===== src/rtl/cpu_pipe_pkg.sv =====
// Shared pipeline definitions: NOP encoding, instruction field positions and
// elastic-stage state encoding.
package cpu_pipe_pkg;

  localparam logic [31:0] NOP_INSTR_DEF = 32'hF000_0000;

  localparam int unsigned OPC_MSB   = 31;
  localparam int unsigned OPC_LSB   = 26;
  localparam int unsigned RS_MSB    = 25;
  localparam int unsigned RS_LSB    = 21;
  localparam int unsigned RT_MSB    = 20;
  localparam int unsigned RT_LSB    = 16;
  localparam int unsigned RD_MSB    = 15;
  localparam int unsigned RD_LSB    = 11;
  localparam int unsigned SHAMT_MSB = 10;
  localparam int unsigned SHAMT_LSB = 6;
  localparam int unsigned FUNCT_MSB = 5;
  localparam int unsigned FUNCT_LSB = 0;
  localparam int unsigned IMM21_MSB = 20;
  localparam int unsigned IMM21_LSB = 0;
  localparam int unsigned IMM26_MSB = 25;
  localparam int unsigned IMM26_LSB = 0;

  // State is the pair {main valid, skid valid}.
  localparam logic [1:0] EMPTY = 2'b00;
  localparam logic [1:0] HALF  = 2'b10;
  localparam logic [1:0] FULL  = 2'b11;

  typedef enum logic [1:0] {
    StEmpty = EMPTY,
    StHalf  = HALF,
    StFull  = FULL
  } pipe_state_e;

endpackage


===== src/rtl/ifid_elastic_reg_if.sv =====
// Valid/ready instruction bus: master drives valid/instr/pc, slave drives ready.
interface ifid_elastic_reg_if #(
  parameter int unsigned INSTR_W = 32,
  parameter int unsigned PC_W    = 32
);
  logic               valid;
  logic               ready;
  logic [INSTR_W-1:0] instr;
  logic [PC_W-1:0]    pc;

  modport master (output valid, output instr, output pc, input ready);
  modport slave  (input valid, input instr, input pc, output ready);
endinterface


===== src/rtl/instr_field_split.sv =====
// Purely combinational split of an instruction word into decode fields.
// Bits above 31 are carried elsewhere and not decoded here.
module instr_field_split
  import cpu_pipe_pkg::*;
#(
  parameter int unsigned INSTR_W = 32
) (
  input  logic [INSTR_W-1:0] instr_i,
  output logic [5:0]         opcode_o,
  output logic [4:0]         rs_o,
  output logic [4:0]         rt_o,
  output logic [4:0]         rd_o,
  output logic [4:0]         shamt_o,
  output logic [5:0]         funct_o,
  output logic [20:0]        imm21_o,
  output logic [25:0]        imm26_o
);

  assign opcode_o = instr_i[OPC_MSB:OPC_LSB];
  assign rs_o     = instr_i[RS_MSB:RS_LSB];
  assign rt_o     = instr_i[RT_MSB:RT_LSB];
  assign rd_o     = instr_i[RD_MSB:RD_LSB];
  assign shamt_o  = instr_i[SHAMT_MSB:SHAMT_LSB];
  assign funct_o  = instr_i[FUNCT_MSB:FUNCT_LSB];
  assign imm21_o  = instr_i[IMM21_MSB:IMM21_LSB];
  assign imm26_o  = instr_i[IMM26_MSB:IMM26_LSB];

endmodule


===== src/rtl/ifid_elastic_reg.sv =====
// IF/ID elastic pipeline register with optional one-entry skid buffer,
// synchronous flush to NOP and decoded field outputs.
module ifid_elastic_reg
  import cpu_pipe_pkg::*;
#(
  parameter int unsigned        INSTR_W   = 32,
  parameter int unsigned        PC_W      = 32,
  parameter logic [INSTR_W-1:0] NOP_INSTR = INSTR_W'(NOP_INSTR_DEF),
  parameter bit                 SKID_EN   = 1'b1
) (
  input  logic                clk,
  input  logic                rst_n,
  input  logic                flush,
  ifid_elastic_reg_if.slave   in_if,
  ifid_elastic_reg_if.master  out_if,
  output logic [5:0]          out_opcode,
  output logic [4:0]          out_rs,
  output logic [4:0]          out_rt,
  output logic [4:0]          out_rd,
  output logic [4:0]          out_shamt,
  output logic [5:0]          out_funct,
  output logic [20:0]         out_imm21,
  output logic [25:0]         out_imm26
);

  logic               out_valid_q, out_valid_d;
  logic [INSTR_W-1:0] out_instr_q, out_instr_d;
  logic [PC_W-1:0]    out_pc_q, out_pc_d;
  logic               skid_valid_q, skid_valid_d;
  logic [INSTR_W-1:0] skid_instr_q, skid_instr_d;
  logic [PC_W-1:0]    skid_pc_q, skid_pc_d;

  logic        in_ready;
  logic        in_hs;
  logic        out_hs;
  pipe_state_e state;

  // With the skid buffer, ready is a pure flop output so fetch never sees decode's stall.
  assign in_ready = SKID_EN ? !skid_valid_q : (!out_valid_q || out_if.ready);
  assign in_hs    = in_if.valid && in_ready;
  assign out_hs   = out_valid_q && out_if.ready;
  assign state    = pipe_state_e'({out_valid_q, skid_valid_q});

  // Next-state: flush wins, then the EMPTY/HALF/FULL handshake rules.
  always_comb begin
    out_valid_d  = out_valid_q;
    out_instr_d  = out_instr_q;
    out_pc_d     = out_pc_q;
    skid_valid_d = skid_valid_q;
    skid_instr_d = skid_instr_q;
    skid_pc_d    = skid_pc_q;

    if (flush) begin
      out_valid_d  = 1'b0;
      out_instr_d  = NOP_INSTR;
      skid_valid_d = 1'b0;
    end else if (SKID_EN) begin
      unique case (state)
        StEmpty: begin
          if (in_hs) begin
            out_valid_d = 1'b1;
            out_instr_d = in_if.instr;
            out_pc_d    = in_if.pc;
          end
        end
        StHalf: begin
          if (in_hs && out_hs) begin
            out_instr_d = in_if.instr;
            out_pc_d    = in_if.pc;
          end else if (in_hs) begin
            skid_valid_d = 1'b1;
            skid_instr_d = in_if.instr;
            skid_pc_d    = in_if.pc;
          end else if (out_hs) begin
            out_valid_d = 1'b0;
          end
        end
        StFull: begin
          if (out_hs) begin
            out_instr_d  = skid_instr_q;
            out_pc_d     = skid_pc_q;
            skid_valid_d = 1'b0;
          end
        end
        default: begin
          // Skid-only occupancy cannot arise; drop it.
          skid_valid_d = 1'b0;
        end
      endcase
    end else begin
      if (in_hs) begin
        out_valid_d = 1'b1;
        out_instr_d = in_if.instr;
        out_pc_d    = in_if.pc;
      end else if (out_hs) begin
        out_valid_d = 1'b0;
      end
    end
  end

  // Stage registers with asynchronous reset to the NOP/empty state.
  always_ff @(posedge clk or negedge rst_n) begin
    if (!rst_n) begin
      out_valid_q  <= 1'b0;
      out_instr_q  <= NOP_INSTR;
      out_pc_q     <= '0;
      skid_valid_q <= 1'b0;
      skid_instr_q <= NOP_INSTR;
      skid_pc_q    <= '0;
    end else begin
      out_valid_q  <= out_valid_d;
      out_instr_q  <= out_instr_d;
      out_pc_q     <= out_pc_d;
      skid_valid_q <= skid_valid_d;
      skid_instr_q <= skid_instr_d;
      skid_pc_q    <= skid_pc_d;
    end
  end

  assign in_if.ready  = in_ready;
  assign out_if.valid = out_valid_q;
  assign out_if.instr = out_instr_q;
  assign out_if.pc    = out_pc_q;

  instr_field_split #(
    .INSTR_W (INSTR_W)
  ) u_split (
    .instr_i  (out_instr_q),
    .opcode_o (out_opcode),
    .rs_o     (out_rs),
    .rt_o     (out_rt),
    .rd_o     (out_rd),
    .shamt_o  (out_shamt),
    .funct_o  (out_funct),
    .imm21_o  (out_imm21),
    .imm26_o  (out_imm26)
  );

endmodule

===== src/flat_wrapper.sv =====
// flat-port wrapper written by rule: the top's interface ports become plain ports
module ifid_elastic_reg_flat import cpu_pipe_pkg::*;
#(
  parameter int unsigned        INSTR_W   = 32,
  parameter int unsigned        PC_W      = 32,
  parameter logic [INSTR_W-1:0] NOP_INSTR = INSTR_W'(NOP_INSTR_DEF),
  parameter bit                 SKID_EN   = 1'b1
)
  (clk, rst_n, flush, out_opcode, out_rs, out_rt, out_rd, out_shamt, out_funct, out_imm21, out_imm26, in_if_valid, in_if_instr, in_if_pc, in_if_ready, out_if_valid, out_if_instr, out_if_pc, out_if_ready);
  ifid_elastic_reg_if #(.INSTR_W(INSTR_W), .PC_W(PC_W)) in_if_i ();
  ifid_elastic_reg_if #(.INSTR_W(INSTR_W), .PC_W(PC_W)) out_if_i ();
  input  logic clk;
  input  logic rst_n;
  input  logic flush;
  output logic [5:0] out_opcode;
  output logic [4:0] out_rs;
  output logic [4:0] out_rt;
  output logic [4:0] out_rd;
  output logic [4:0] out_shamt;
  output logic [5:0] out_funct;
  output logic [20:0] out_imm21;
  output logic [25:0] out_imm26;
  input wire logic [$bits(in_if_i.valid)-1:0] in_if_valid;
  input wire logic [$bits(in_if_i.instr)-1:0] in_if_instr;
  input wire logic [$bits(in_if_i.pc)-1:0] in_if_pc;
  output wire logic [$bits(in_if_i.ready)-1:0] in_if_ready;
  output wire logic [$bits(out_if_i.valid)-1:0] out_if_valid;
  output wire logic [$bits(out_if_i.instr)-1:0] out_if_instr;
  output wire logic [$bits(out_if_i.pc)-1:0] out_if_pc;
  input wire logic [$bits(out_if_i.ready)-1:0] out_if_ready;
  assign in_if_i.valid = in_if_valid;
  assign in_if_i.instr = in_if_instr;
  assign in_if_i.pc = in_if_pc;
  assign in_if_ready = in_if_i.ready;
  assign out_if_valid = out_if_i.valid;
  assign out_if_instr = out_if_i.instr;
  assign out_if_pc = out_if_i.pc;
  assign out_if_i.ready = out_if_ready;
  ifid_elastic_reg #(.INSTR_W(INSTR_W), .PC_W(PC_W), .NOP_INSTR(NOP_INSTR), .SKID_EN(SKID_EN)) u_core (.clk(clk), .rst_n(rst_n), .flush(flush), .in_if(in_if_i), .out_if(out_if_i), .out_opcode(out_opcode), .out_rs(out_rs), .out_rt(out_rt), .out_rd(out_rd), .out_shamt(out_shamt), .out_funct(out_funct), .out_imm21(out_imm21), .out_imm26(out_imm26));
endmodule

===== config.mk =====
export PLATFORM = sky130hd
export DESIGN_NAME = ifid_elastic_reg_flat
export DESIGN_NICKNAME = d
export VERILOG_FILES = /design/src/rtl/cpu_pipe_pkg.sv /design/src/rtl/ifid_elastic_reg_if.sv /design/src/rtl/instr_field_split.sv /design/src/rtl/ifid_elastic_reg.sv /design/src/flat_wrapper.sv
export SDC_FILE = /design/constraint.sdc
export NUM_CORES = 1
export LEC_CHECK = 0
export CORE_MARGIN = 8
export CORE_UTILIZATION = 42
export CTS_CLUSTER_DIAMETER = 120
export DETAILED_ROUTE_END_ITERATION = 16
export GPL_TIMING_DRIVEN = 0
export PLACE_DENSITY = 0.84
export SYNTH_ARGS = -nofsm -noshare
export SYNTH_HDL_FRONTEND = slang
export SYNTH_HIERARCHICAL = 1
export SYNTH_SLANG_ARGS = --single-unit

===== constraint.sdc =====
create_clock -name clk -period 1.5 [get_ports clk]
set_input_delay 0.375 -clock clk [delete_from_list [all_inputs] [get_ports clk]]
set_output_delay 0.375 -clock clk [all_outputs]
set_load 0.01 [all_outputs]

==> results by group <==
Pwr
  – Comb pwr share: 26.6%
  – Pint: 8.77 mW
  – Max VDD drop: 0.727 mV
  – Pwr Density: 1050 mW/mm^2
  – Final Total Pwr: 11.7 mW
  – Flop pwr share: 40.0%
  – Sw Pwr: 2.96 mW
  – P_leak: 5.71 nW
  – Clock power share: 33.5%
  – Sw Ratio: 25.2%

Drt
  – DRT antenna net count: 0
  – DR vias: 4807
  – # DRC: 0
  – First-pass DRT Iterations: 4
  – Detailed Route Iter0 Violations: 200
  – Post-DR vias/cell: 4.98
  – Routed wire length: 20700 microns
  – Wire length per cell: 21.5 microns

Setup path
  – Critical path, cell by cell: or2_4 > and4b_1 > buf_6 > buf_12 > buf_12 > mux2_4
  – Crit. path cell count: 6
  – Worst Path Buf+Inv: 3
  – CP most frequent cell: buf_12
  – Critical Path Sink Type: flip-flop
  – CP startpoint kind: flip-flop
  – CP arrival: 2.02 ns
  – Crit-path max FO: 7
  – Slowest CP cell: dfrtp_2
  – Critical path required time: 1.78 ns
  – CP top delay family: simple AND/OR/NAND/NOR gates
  – Worst r2r path cells: 6
  – Max incr delay on CP: 0.44 ns
  – Critical path class: flip-flop to flip-flop

Run status
  – Status: complete, but fails checks
  – Failing checks: setup timing

Layout
  – Final nets: 836
  – Fin cells: 965
  – Final Instance Area: 0.0111 sq mm
  – Area Overhead vs Synth: 70.9%
  – Register area: 0.00328 sq mm
  – Fill cells: 933
  – Ant. Diodes: 0
  – Area of the multi-input gates: 0.00274 sq mm
  – Share of cells above drive strength 1: 62.7%

Yosys
  – Sequential area share after synthesis: 50.1%
  – Leading area contributor after synthesis: dfrtp_1
  – Synth Area in Compound Gates: 4.55%
  – Average cell area after synthesis: 14.6 sq um
  – Post-Synth Adder-Cell Area: 0%
  – Syn. warnings: 6
  – Synth area leaders: dfrtp_1, mux2_4, buf_4
  – EDFF count, synth: 0
  – Register bit total from synthesis: 130
  – Largest family of logic cells by synthesized area: multiplexers
  – Post-synth top area share: 46.8%
  – Mux contribution to synthesized area: 31.4%
  – Most used DFF post-synth: dfrtp_1
  – Synth Cell Area: 0.00652 sq mm
  – Syn Nets: 516
  – Synth Area in XOR/XNOR: 0%
  – Most frequent cells after synthesis: dfrtp_1, mux2_4, buf_4
  – Simple-Gate Fraction of Synth Area: 1.55%
  – Ys async rst share: 100%
  – Top-count cell post-synth: dfrtp_1
  – Synth cell types: 25
  – Syn Inst Count: 447

Global routing
  – First-pass GRT wire length: 31400 microns
  – Gr ovfl total: 0
  – Vias in the first global route: 5507
  – Initial antenna violation count: 0
  – Largest net degree at the start of global routing: 71
  – Total GRT Usage: 20.1%

Min path
  – Cells on Worst Hold Path: 3
  – Min-delay worst type: input pin to flip-flop

Clocking
  – CTS buffer count: 17
  – CTS clock-pin slew for the worst setup and hold paths: 0.06 ns
  – Depth of the CTS H-tree: 4
  – Num Clock Sinks: 130
  – Clk_lat worst skew: 0.41 ns
  – CTS tree: done
  – Clk root buf: clkbuf_16
  – Max clock buf depth: 2

Floorplan
  – Row count: 45
  – I/O pins: 214
  – Die Y: 141 microns
  – Area of the core: 0.0152 sq mm
  – Die width: 141 microns
  – Starting density of the core: 42.9%
  – Die Area: 0.0198 sq mm

Place
  – Area after DPL: 0.00895 sq mm
  – DP HPWL: 12300 microns
  – Placed cells: 849
  – Final GP Congestion: 0.769
  – Port-buffer cells: 213

STA
  – Slew Limit Headroom: 61.7%
  – Final period util: 115%
  – Final Hold Fails: 0
  – Period minus WS final: 1.73 ns
  – Max Slew Vio Count: 0
  – Max Clock Freq: 0.578 GHz
  – Worst hold margin: 0.329 ns
  – Final WS setup: -0.231 ns
  – Setup-failing EPs final: 168
  – Clock skew: 0.00852 ns
  – Worst-margin pin slew: 0.574 ns
  – RSZ-0062 raised after global routing: yes

Job
  – Number of max-cap violations: 0
==> layout make-up <==
class	count	share of cell area, %
Timing Repair Buffer	321	29.8
Multi-Input combinational cell	208	24.6
Buffer	83	8.96
Clock buffer	23	4.20
Tap cell	188	2.11
Clock inverter	6	0.741
Inverter	6	0.202
Sequential cell	130	29.4
==> stage by stage <==
stage                     worst slack (ns)  utilization [%]  TNS (ns)
final                               -0.231             73.3    -23.40
after global routing                -0.252             73.3    -29.35
after CTS                           -0.218             70.5    -24.11
after detailed placement            -0.813             58.9    -77.57
after global placement               -4.84             58.7   -690.67
after floorplan                     -0.154                -    -11.84
==> worst reg2reg max path: cells and delay by family (launching register included) <==
| kind | cells | cell delay, ns |
|---|---|---|
| flip-flops | 1 | 0.44 |
| multiplexers | 1 | 0.30 |
| AND/OR/NAND/NOR | 2 | 0.45 |
| buffers and inverters | 3 | 0.42 |
==> per-layer routing <==
layer	GRT usage [%]	vias to the layer above	share of wire, %
met3	5.30	38	5.0
met5	0	-	0
li1	-	2156	-
met4	7.24	0	2.6
met1	22.8	2455	40
met2	35.8	158	53
==> layout by cell type (no fill, tap or decap), types with 6 or more instances in the layout <==
cell / count
buf_4: 56
buf_6: 181
dfstp_2: 8
dfrtp_2: 10
clkbuf_16: 19
mux2_4: 118
mux2_2: 10
clkdlybuf4s15_1: 18
dlygate4sd2_1: 28
clkdlybuf4s50_1: 65
buf_8: 6
buf_2: 12
buf_12: 19
o2bb2ai_1: 24
dfrtp_1: 112
clkbuf_2: 8
mux2i_1: 21
==> final timing paths <==
kind                            slack, ns                                  end                                 from
worst max-delay path                -0.23     u_core/out_if.pc[23]$_DFFE_PN0P_      u_core/skid_valid_q$_DFFE_PN0P_
worst min-delay path                 0.33      u_core/out_if.valid$_DFFE_PN0P_                          in_if_valid
worst max register to register      -0.23     u_core/out_if.pc[23]$_DFFE_PN0P_      u_core/skid_valid_q$_DFFE_PN0P_
worst min register to register       0.50  u_core/out_if.instr[30]$_DFFE_PN1P_  u_core/out_if.instr[30]$_DFFE_PN1P_
max in group asynchronous            0.21   u_core/out_if.instr[6]$_DFFE_PN0P_                                rst_n
min in group asynchronous            0.51     u_core/out_if.pc[12]$_DFFE_PN0P_                                rst_n
==> logic make-up after synthesis <==
kind of cell	count (synthesis)
compound gates	35
buf+inv	109
flops	130
mux	156
simple gates	17
==> state kept, by name, summed over array words and instances (netlist names) <==
name	flops
u_core/out_if.instr	32
u_core/skid_pc_q	32
u_core/skid_valid_q	1
u_core/out_if.valid	1
u_core/out_if.pc	32
u_core/skid_instr_q	32
==> repair_timing <==
item                                   4_1_cts  5_1_grt
gates cloned                                 7        2
endpoints found under the hold margin       52        0
resized for setup                          620      167
setup endpoints to repair                  273      228
pin swaps                                   24       12
setup buffers                               97       19
hold buffers                                 1        0
==> power by group through the flow <==
stage	combinational, mW	clock [mW]	sequential (mW)
floorplan	1.38	0	4.67
global placement	2.61	0	4.62
detailed placement	2.69	0	4.67
CTS	2.95	3.98	4.62
global route	3.30	4.16	4.75
finish	3.12	3.93	4.69
Power figures use the tool's default switching activity.
